$ cat config.mk
export PLATFORM = sky130hd
export DESIGN_NAME = lease_expiry_sampler_mc
export DESIGN_NICKNAME = d
export VERILOG_FILES = /design/src/rtl/lease_expiry_sampler_mc.sv
export SDC_FILE = /design/constraint.sdc
export NUM_CORES = 2
export LEC_CHECK = 0
export CORE_MARGIN = 1.5
export CORE_UTILIZATION = 28
export CTS_CLUSTER_SIZE = 28
export DETAILED_ROUTE_END_ITERATION = 12
export SKIP_CTS_REPAIR_TIMING = 1
export SLEW_MARGIN = 25
export SYNTH_ARGS = -nofsm -noshare
export SYNTH_HDL_FRONTEND = slang
export SYNTH_SLANG_ARGS = --single-unit
$ cat constraint.sdc
create_clock -name clock_i -period 10.1 [get_ports clock_i]
set_input_delay 2.02 -clock clock_i [delete_from_list [all_inputs] [get_ports clock_i]]
set_output_delay 2.02 -clock clock_i [all_outputs]
set_load 0.05 [all_outputs]
$ cat src/rtl/lease_expiry_sampler_mc.sv
// ---------------------------------------------------------------------------
// lease_expiry_sampler_mc
//
// Purpose: each channel counts its serviced requests. Every `period` requests
// it reduces that channel's expired-lease flags to a popcount. The popcount is
// tagged with the channel index and the request count. The result goes to a
// per-channel 1-deep pending register and from there into a shared sample
// FIFO, which a host drains through a strobed 32-bit command port.
//
// Ports:
//   clock_i          : single clock, rising edge
//   reset_i          : asynchronous, active-high reset
//   enable_i         : tracking enable; low freezes counting and sampling
//   request_i        : per-channel one-cycle serviced-request pulse
//   expired_flags_i  : channel c at [c*CAP +: CAP], set bit = lease expired
//   comm_i           : [31] strobe, [30:28] opcode, [15:0] argument
//   comm_o           : registered command response
//   stall_o          : registered; any pending sample or FIFO full
//
// Sample entry layout: [31:28] channel, [27:16] request count, [15:0] popcount
// ---------------------------------------------------------------------------
module lease_expiry_sampler_mc #(
   parameter int CACHE_BLOCK_CAPACITY = 128,
   parameter int N_CHANNELS           = 2,
   parameter int SAMPLE_DEPTH         = 64,
   parameter int SAMPLE_PERIOD_RST    = 1
) (
   input  logic                                       clock_i,
   input  logic                                       reset_i,
   input  logic                                       enable_i,
   input  logic [N_CHANNELS-1:0]                      request_i,
   input  logic [N_CHANNELS*CACHE_BLOCK_CAPACITY-1:0] expired_flags_i,
   input  logic [31:0]                                comm_i,
   output logic [31:0]                                comm_o,
   output logic                                       stall_o
);

   localparam int CAP = CACHE_BLOCK_CAPACITY;
   localparam int NCH = N_CHANNELS;
   localparam int AW  = $clog2(SAMPLE_DEPTH);
   localparam int CW  = AW + 1;
   localparam logic [CW-1:0] DEPTH_C    = CW'(SAMPLE_DEPTH);
   localparam logic [15:0]   PERIOD_RST = 16'(SAMPLE_PERIOD_RST);

   typedef logic [31:0] entry_t;

   function automatic logic [15:0] popcount(input logic [CAP-1:0] v);
      logic [16:0] sum;
      sum = '0;
      for (int i = 0; i < CAP; i++) begin
         sum = sum + {16'b0, v[i]};
      end
      return sum[15:0];
   endfunction

   // command decode
   logic        strobe_q;
   logic        cmd_go;
   logic [2:0]  cmd_op;
   logic [15:0] cmd_arg;
   logic        cmd_pop;
   logic        cmd_clr;
   logic        cmd_per;

   // per-channel state
   logic [15:0]    period_q, period_d;
   logic [11:0]    req_cnt_q  [NCH];
   logic [11:0]    req_cnt_d  [NCH];
   logic [15:0]    phase_q    [NCH];
   logic [15:0]    phase_d    [NCH];
   logic [NCH-1:0] pend_vld_q, pend_vld_d;
   entry_t         pend_dat_q [NCH];
   entry_t         pend_dat_d [NCH];
   logic [NCH-1:0] req_hit;
   logic [NCH-1:0] sample_due;
   logic [NCH-1:0] grant;
   logic [NCH-1:0] drop;
   entry_t         sample_dat [NCH];

   // drop counter
   logic [15:0] drop_cnt_q, drop_cnt_d;
   logic [4:0]  n_drop;
   logic [16:0] drop_sum;

   // FIFO
   entry_t        mem [SAMPLE_DEPTH];
   logic [AW-1:0] wr_ptr_q, wr_ptr_d;
   logic [AW-1:0] rd_ptr_q, rd_ptr_d;
   logic [CW-1:0] count_q, count_d;
   logic          fifo_full;
   logic          fifo_empty;
   logic          fifo_wr;
   logic          pop_ok;
   logic          win_found;
   entry_t        win_dat;

   // outputs
   logic [31:0] comm_d;
   logic        stall_d;

   // Commands fire once, on the rising edge of the strobe.
   assign cmd_op  = comm_i[30:28];
   assign cmd_arg = comm_i[15:0];
   assign cmd_go  = comm_i[31] & ~strobe_q;
   assign cmd_pop = cmd_go & (cmd_op == 3'd1);
   assign cmd_clr = cmd_go & (cmd_op == 3'd4);
   assign cmd_per = cmd_go & (cmd_op == 3'd5);

   always_comb begin
      req_hit    = '0;
      sample_due = '0;
      for (int c = 0; c < NCH; c++) begin
         req_hit[c]    = enable_i & request_i[c];
         sample_due[c] = req_hit[c] & (phase_q[c] == (period_q - 16'd1));
         sample_dat[c] = {4'(c), req_cnt_q[c] + 12'd1,
                          popcount(expired_flags_i[c*CAP +: CAP])};
      end
   end

   // Lowest-indexed valid pending register wins the single FIFO write slot.
   // A pop in the same cycle frees a slot, so a full FIFO still accepts it.
   always_comb begin
      grant     = '0;
      win_found = 1'b0;
      win_dat   = '0;
      for (int c = 0; c < NCH; c++) begin
         if (pend_vld_q[c] && !win_found) begin
            win_found = 1'b1;
            grant[c]  = 1'b1;
            win_dat   = pend_dat_q[c];
         end
      end
      fifo_full  = (count_q == DEPTH_C);
      fifo_empty = (count_q == '0);
      pop_ok     = cmd_pop & ~fifo_empty;
      fifo_wr    = win_found & (~fifo_full | pop_ok) & ~cmd_clr;
   end

   // A sample is dropped only if its pending register stays occupied through
   // this edge, i.e. it is valid and not the one being written out now.
   always_comb begin
      drop   = '0;
      n_drop = '0;
      for (int c = 0; c < NCH; c++) begin
         req_cnt_d[c]  = req_cnt_q[c];
         phase_d[c]    = phase_q[c];
         pend_vld_d[c] = pend_vld_q[c];
         pend_dat_d[c] = pend_dat_q[c];
         drop[c]       = sample_due[c] & pend_vld_q[c] & ~(grant[c] & fifo_wr);

         if (req_hit[c]) begin
            req_cnt_d[c] = req_cnt_q[c] + 12'd1;
            phase_d[c]   = sample_due[c] ? 16'd0 : (phase_q[c] + 16'd1);
         end
         if (grant[c] & fifo_wr) begin
            pend_vld_d[c] = 1'b0;
         end
         if (sample_due[c] & ~drop[c]) begin
            pend_vld_d[c] = 1'b1;
            pend_dat_d[c] = sample_dat[c];
         end
         if (drop[c]) begin
            n_drop = n_drop + 5'd1;
         end
         if (cmd_per) begin
            phase_d[c] = '0;
         end
         if (cmd_clr) begin
            req_cnt_d[c]  = '0;
            phase_d[c]    = '0;
            pend_vld_d[c] = 1'b0;
            pend_dat_d[c] = '0;
         end
      end

      drop_sum = {1'b0, drop_cnt_q} + {12'b0, n_drop};
      if (cmd_clr) begin
         drop_cnt_d = '0;
      end else if (drop_sum[16]) begin
         drop_cnt_d = 16'hFFFF;
      end else begin
         drop_cnt_d = drop_sum[15:0];
      end

      period_d = period_q;
      if (cmd_per) begin
         period_d = (cmd_arg == 16'd0) ? 16'd1 : cmd_arg;
      end
   end

   always_comb begin
      wr_ptr_d = wr_ptr_q + AW'(fifo_wr);
      rd_ptr_d = rd_ptr_q + AW'(pop_ok);
      count_d  = count_q + CW'(fifo_wr) - CW'(pop_ok);
      if (cmd_clr) begin
         wr_ptr_d = '0;
         rd_ptr_d = '0;
         count_d  = '0;
      end
   end

   always_comb begin
      comm_d = comm_o;
      if (cmd_go) begin
         case (cmd_op)
            3'd1:    comm_d = fifo_empty ? 32'hFFFF_FFFF : mem[rd_ptr_q];
            3'd2:    comm_d = 32'(count_q);
            3'd3:    comm_d = {16'b0, drop_cnt_q};
            3'd4:    comm_d = '0;
            3'd5:    comm_d = {16'b0, period_d};
            3'd6,
            3'd7:    comm_d = 32'hDEAD_BEEF;
            default: comm_d = comm_o;
         endcase
      end
      // Reflects the state that this edge establishes.
      stall_d = (|pend_vld_d) | (count_d == DEPTH_C);
   end

   always_ff @(posedge clock_i or posedge reset_i) begin
      if (reset_i) begin
         strobe_q   <= 1'b0;
         period_q   <= PERIOD_RST;
         pend_vld_q <= '0;
         drop_cnt_q <= '0;
         wr_ptr_q   <= '0;
         rd_ptr_q   <= '0;
         count_q    <= '0;
         comm_o     <= '0;
         stall_o    <= 1'b0;
         for (int c = 0; c < NCH; c++) begin
            req_cnt_q[c]  <= '0;
            phase_q[c]    <= '0;
            pend_dat_q[c] <= '0;
         end
      end else begin
         strobe_q   <= comm_i[31];
         period_q   <= period_d;
         pend_vld_q <= pend_vld_d;
         drop_cnt_q <= drop_cnt_d;
         wr_ptr_q   <= wr_ptr_d;
         rd_ptr_q   <= rd_ptr_d;
         count_q    <= count_d;
         comm_o     <= comm_d;
         stall_o    <= stall_d;
         for (int c = 0; c < NCH; c++) begin
            req_cnt_q[c]  <= req_cnt_d[c];
            phase_q[c]    <= phase_d[c];
            pend_dat_q[c] <= pend_dat_d[c];
         end
      end
   end

   // Storage is not reset; the pointers and occupancy define visibility.
   always_ff @(posedge clock_i) begin
      if (fifo_wr) begin
         mem[wr_ptr_q] <= win_dat;
      end
   end

endmodule

; Word-level counts from Yosys, hierarchy flattened
; Memory sizes are Yosys's and may differ from the RTL's.
; Cells that the tools add are included.
[totals]
ff_bits = 207
latchBits = 0
ramBits = 2048
romBits = 0
inputBits = 293
word_cells = 375
mem_count = 1
[memory_table]
columns = name, words, width, read_ports, rd_ports_with_merged_regs, wr, line
row1 = mem, 64, 32, 1, 0, 1, 86  ; entry_t mem [SAMPLE_DEPTH];
[op_classes]
addsub = 265
n_mul = 0
n_div = 0
n_lt_le_gt_ge = 0
eq_ne = 11
n_shift = 0
mux = 40
bitwise = 29
n_reduce_logical = 14
[ops]
columns = cell, count
row1 = 16-bit by 1-bit adder with 16-bit output, 224
row2 = 32-bit 2-to-1 mux, 7
row3 = 16-bit 2-to-1 mux, 12
row4 = 32-bit case mux with 6 select lines, 1
row5 = 12-bit 2-to-1 mux, 4
row6 = 15-bit by 1-bit adder with 16-bit output, 2
row7 = "16-bit by 1-bit adder with 16-bit output, second input constant", 2
row8 = 16-bit equality test, 2
row9 = 14-bit by 1-bit adder with 15-bit output, 2
row10 = 13-bit by 1-bit adder with 14-bit output, 2
row11 = 12-bit by 1-bit adder with 13-bit output, 2
row12 = 11-bit by 1-bit adder with 12-bit output, 2
row13 = "12-bit by 1-bit adder with 12-bit output, second input constant", 2
row14 = 10-bit by 1-bit adder with 11-bit output, 2
row15 = 9-bit by 1-bit adder with 10-bit output, 2
row16 = 1-bit AND, 19
row17 = 8-bit by 1-bit adder with 9-bit output, 2
row18 = 16-bit by 5-bit adder with 17-bit output, 1
row19 = 7-bit by 1-bit adder with 8-bit output, 2
row20 = 16-bit logical NOT, 1
row21 = "16-bit by 1-bit subtractor with 16-bit output, second input constant", 1
row22 = 6-bit by 1-bit adder with 7-bit output, 2
row23 = "7-bit equality test, second input constant", 2
row24 = 5-bit by 1-bit adder with 6-bit output, 2
row25 = other kinds (25), 59

; Logic depth before layout (Yosys ltp)
[logic_depth]
ltp_word = 129
depth_mapped = 26
depth_no_buf = 26

; Worst setup path before layout
; No wires, ideal clock.
[synth_path]
path_type = input to register
from = in expired_flags_i[59]
to = reg pend_dat_q[38] (netlist name)
setup_ns = 0.079
arrival_ns = 8.610
required_ns = 10.021
path_slack_ns = 1.410
stages = 25
path_buffers = 0
path_cell_list = fa_1 > inv_1 > fa_1 > inv_1 > fa_1 > inv_1 > fa_1 > inv_1 > fa_1 > inv_1 > fa_1 > fa_1 > fa_1 > fa_1 > fa_1 > inv_1 > ha_1 > fa_1 > a21o_1 > a21oi_1 > o21bai_1 > a21oi_1 > xnor2_1 > nand2_1 > mux2i_1
[synth_between]
elab_chain_len = 71
[synth_rtl]
columns = element, line
row1 = "start, declared", 32  ; input logic [N_CHANNELS*CACHE_BLOCK_CAPACITY-1:0] expired_flags_i,
row2 = 16-bit by 1-bit adder with 16-bit output (69 in a row), 51  ; sum = sum + {16'b0, v[i]};
row3 = 32-bit 2-to-1 mux, 158  ; if (sample_due[c] & ~drop[c]) begin
row4 = 32-bit 2-to-1 mux, 168  ; if (cmd_clr) begin
row5 = "end signal, assigned by index", 249  ; pend_dat_q[c] <= pend_dat_d[c];
row6 = "end, declared", 72  ; entry_t pend_dat_q [NCH];
; Every way passes these cells. The select of a mux whose other input is x is not followed.
; A chain may end at the register's enable or synchronous reset.

; Final worst setup path
[layout_path]
from = in expired_flags_i[163]
to = reg pend_dat_q[6] (netlist name)
[layout_between]
elab_chain_len = 95
[layout_rtl]
columns = element, line
row1 = 16-bit by 1-bit adder with 16-bit output (93 in a row), 51
row2 = 32-bit 2-to-1 mux, 158
row3 = 32-bit 2-to-1 mux, 168
; Every way passes these cells. The select of a mux whose other input is x is not followed.

==> flow_metrics.env <==
export IMPL_gp_routability_congestion=0.858
export IMPL_grt_pass1_wl_um=260000
export IMPL_io_buffers=313
export IMPL_chipHeight_um=499
export IMPL_crit_family="adder cells"
export IMPL_cp_end_kind="flip-flop"
export IMPL_core_sq_mm=0.245
export IMPL_wirelength_um=179000
export IMPL_fillers=23500
export IMPL_synth_top_cell_area_share=0.585
export IMPL_synthFlopType="edfxtp_1"
export IMPL_critical_path_max_fanout=2
export IMPL_grt_usage=0.140
export IMPL_slew_violations=0
export IMPL_yosys_warnings=0
export IMPL_grt_ovfl_total=0
export IMPL_synth_area_leaders="edfxtp_1 59%, fa_1 6.7%, dfrtp_1 6.6%"
export IMPL_syn_cell_area_sq_mm=0.0690
export IMPL_clk_pin_slew_ps=60
export IMPL_synth_largest_area_cell="edfxtp_1"
export IMPL_crit_slowest_cell="fa_1"
export IMPL_vias_per_cell=4.82
export IMPL_grt_setup_unrepaired="no"
export IMPL_dieArea_sq_mm=0.249
export IMPL_fin_nets=5281
export IMPL_crit_top_cell="fa_1"
export IMPL_grt_max_degree=126
export IMPL_die_w_um=499
export IMPL_worstSetupPathType="primary input to flip-flop"
export IMPL_grt_pass1_vias=39339
export IMPL_wire_per_inst_um=22.3
export IMPL_arrival_ps=9520
export IMPL_layout_drive_gt1_share=0.123
export IMPL_ioPinCount=326
export IMPL_crit_required_ps=10830
export IMPL_dr_pass1_iters=7
export IMPL_ys_ff_latch=1527
export IMPL_fin_crit_sh=0.871
export IMPL_synth_seq_area_share=0.652
export IMPL_cts_tree="done"
export IMPL_clock_root_buffer="clkbuf_16"
export IMPL_hp_class="flip-flop to flip-flop"
export IMPL_vias=38748
export IMPL_final_setup_viol_count=0
export IMPL_clock_path_buffers=3
export IMPL_htree_levels=4
export IMPL_async_flop_share=0.120
export IMPL_crit_path_max_incr_delay_ps=650
export IMPL_synth_edf_count=1344
export IMPL_crit_buf_inv=7
export IMPL_syn_num_nets=4973
export IMPL_fin_worst_skew_ps=74.9
export IMPL_timing_final_crit_period_ps=8790
export IMPL_grt_antenna_before_repair=7
export IMPL_timing_slew_headroom=0.248
export IMPL_most_common_layout_cells="1344 x edfxtp_1, 382 x mux2i_1, 370 x inv_1, 313 x clkdlybuf4s50_1, 258 x nand2_1"
export IMPL_worst_pin_slew_ps=1120
export IMPL_drcViolationCount=0
export IMPL_final_common_cell="edfxtp_1"
export IMPL_power_density_mw_per_mm2=374
export IMPL_fmax_mhz=114
export IMPL_hpwl_um=108000
export IMPL_syn_inst=4377
export IMPL_max_cap_violations=0
export IMPL_start_util=0.281
export IMPL_setup_tns_final_ps=0
export IMPL_status="finished clean"
export IMPL_cellLeakagePower_nw=29.3
export IMPL_clock_latency_ps=810
export IMPL_areaGrowthSynthToFinish_pct=18.0
export IMPL_start_kind="primary input"
export IMPL_irDropWorstVdd_v=0.00250
export IMPL_clock_sinks=1527
export IMPL_ant_nets=0
export IMPL_hold_violations=0
export IMPL_rows=182
export IMPL_timing_hold_ws_ps=476
export IMPL_drtIter0Drc=3212
export IMPL_synth_area_per_cell_sq_um=15.8
export IMPL_yosysUniqueCellTypes=76
export IMPL_cts_buffers=155
-- worst register-to-register path: cells and delay by family (launching register included) --
kind                       cells  cell delay (ps)
AOI/OAI and AO/OA              1              300
adders and majority gates      4             1130
buffers and inverters          2              160
DFF                            1              420
and+or+nand+nor               10             3870
-- where the power goes --
part	total (mW)	switching, mW	internal (mW)
Clock	5.58	2.46	3.12
Combinational	17.7	9.39	8.35
Sequential	7.13	0.234	6.90
-- through the flow --
step           power, mW  utilization  worst slack, ps  cells  area [sq um]
6_report            30.5        0.332             1310   8034         81400
5_1_grt             32.8        0.332              954   8031         81400
4_1_cts             30.8        0.331             1270   8028         81400
3_5_place_dp        25.3        0.311              408   7748         76400
3_3_place_gp        25.4        0.311              340   7748         76400
2_1_floorplan       22.1            -             1410   4377         69000
-- sequential cells by signal, indices dropped and copies added (netlist names) --
name,count
mem,1344
pend_vld_q,2
strobe_q,1
drop_cnt_q,16
rd_ptr_q,6
pend_dat_q,41
period_q,16
wr_ptr_q,6
stall_o,1
count_q,7
comm_o,31
phase_q,32
req_cnt_q,24
-- cells by family (layout without fill, tap and decap cells) --
logic type / Yosys count / in the layout / synth area share
buffers and inverters: 598 / 1029 / 0.0334
AO/OA/AOI/OAI: 582 / 582 / 0.0593
adder cells (fa/ha/maj): 303 / 303 / 0.0802
XOR/XNOR: 128 / 128 / 0.0173
AND/OR/NAND/NOR: 672 / 672 / 0.0451
flip-flops: 1527 / 1527 / 0.652
other: 0 / 6 / 0
multiplexers: 567 / 567 / 0.113
-- cells in the mapped netlist (all sizes together) (90+ instances only) --
| library cell | n |
|---|---|
| a21oi | 135 |
| buf | 90 |
| clkbuf | 136 |
| dfrtp | 182 |
| edfxtp | 1344 |
| fa | 232 |
| inv | 372 |
| mux2i | 382 |
| mux4 | 168 |
| nand2 | 260 |
| nor2 | 182 |
| o221ai | 174 |
-- final timing paths --
path | from | end | slack [ps] | cells after the start
max reg2reg | period_q[0]$_DFF_PP1_ | drop_cnt_q[1]$_DFF_PP0_ | 4160 | 17
min reg2reg | comm_o[9]$_DFFE_PP0P_ | comm_o[9]$_DFFE_PP0P_ | 480 | 2
max in group asynchronous | reset_i | comm_o[11]$_DFFE_PP0P_ | 6980 | 3
max | expired_flags_i[163] | pend_dat_q[6]$_DFFE_PP0P_ | 1310 | 26
min | comm_o[9]$_DFFE_PP0P_ | comm_o[9]$_DFFE_PP0P_ | 480 | 2
min in group asynchronous | reset_i | pend_dat_q[56]$_DFFE_PP0P_ | 1820 | 2
-- final cells by class --
type / instances / area (sq um) / area share
flip-flops and latches: 1527 / 45000 / 0.552
multi-input cells: 2252 / 22400 / 0.275
clock buffers: 209 / 4170 / 0.0513
well taps: 3220 / 4030 / 0.0495
repair buffers: 377 / 3650 / 0.0449
inverters: 372 / 1410 / 0.0173
clock inverters: 71 / 796 / 0.00977
diodes: 6 / 15.0 / 0.000184
-- routing by layer --
metal / part of all wire / GRT usage
met1: 0.42 / 0.188
met2: 0.50 / 0.237
met3: 0.055 / 0.0188
met4: 0.024 / 0.0406
met5: 0.000062 / 0
Note: power is estimated with default switching activity, not from simulation.
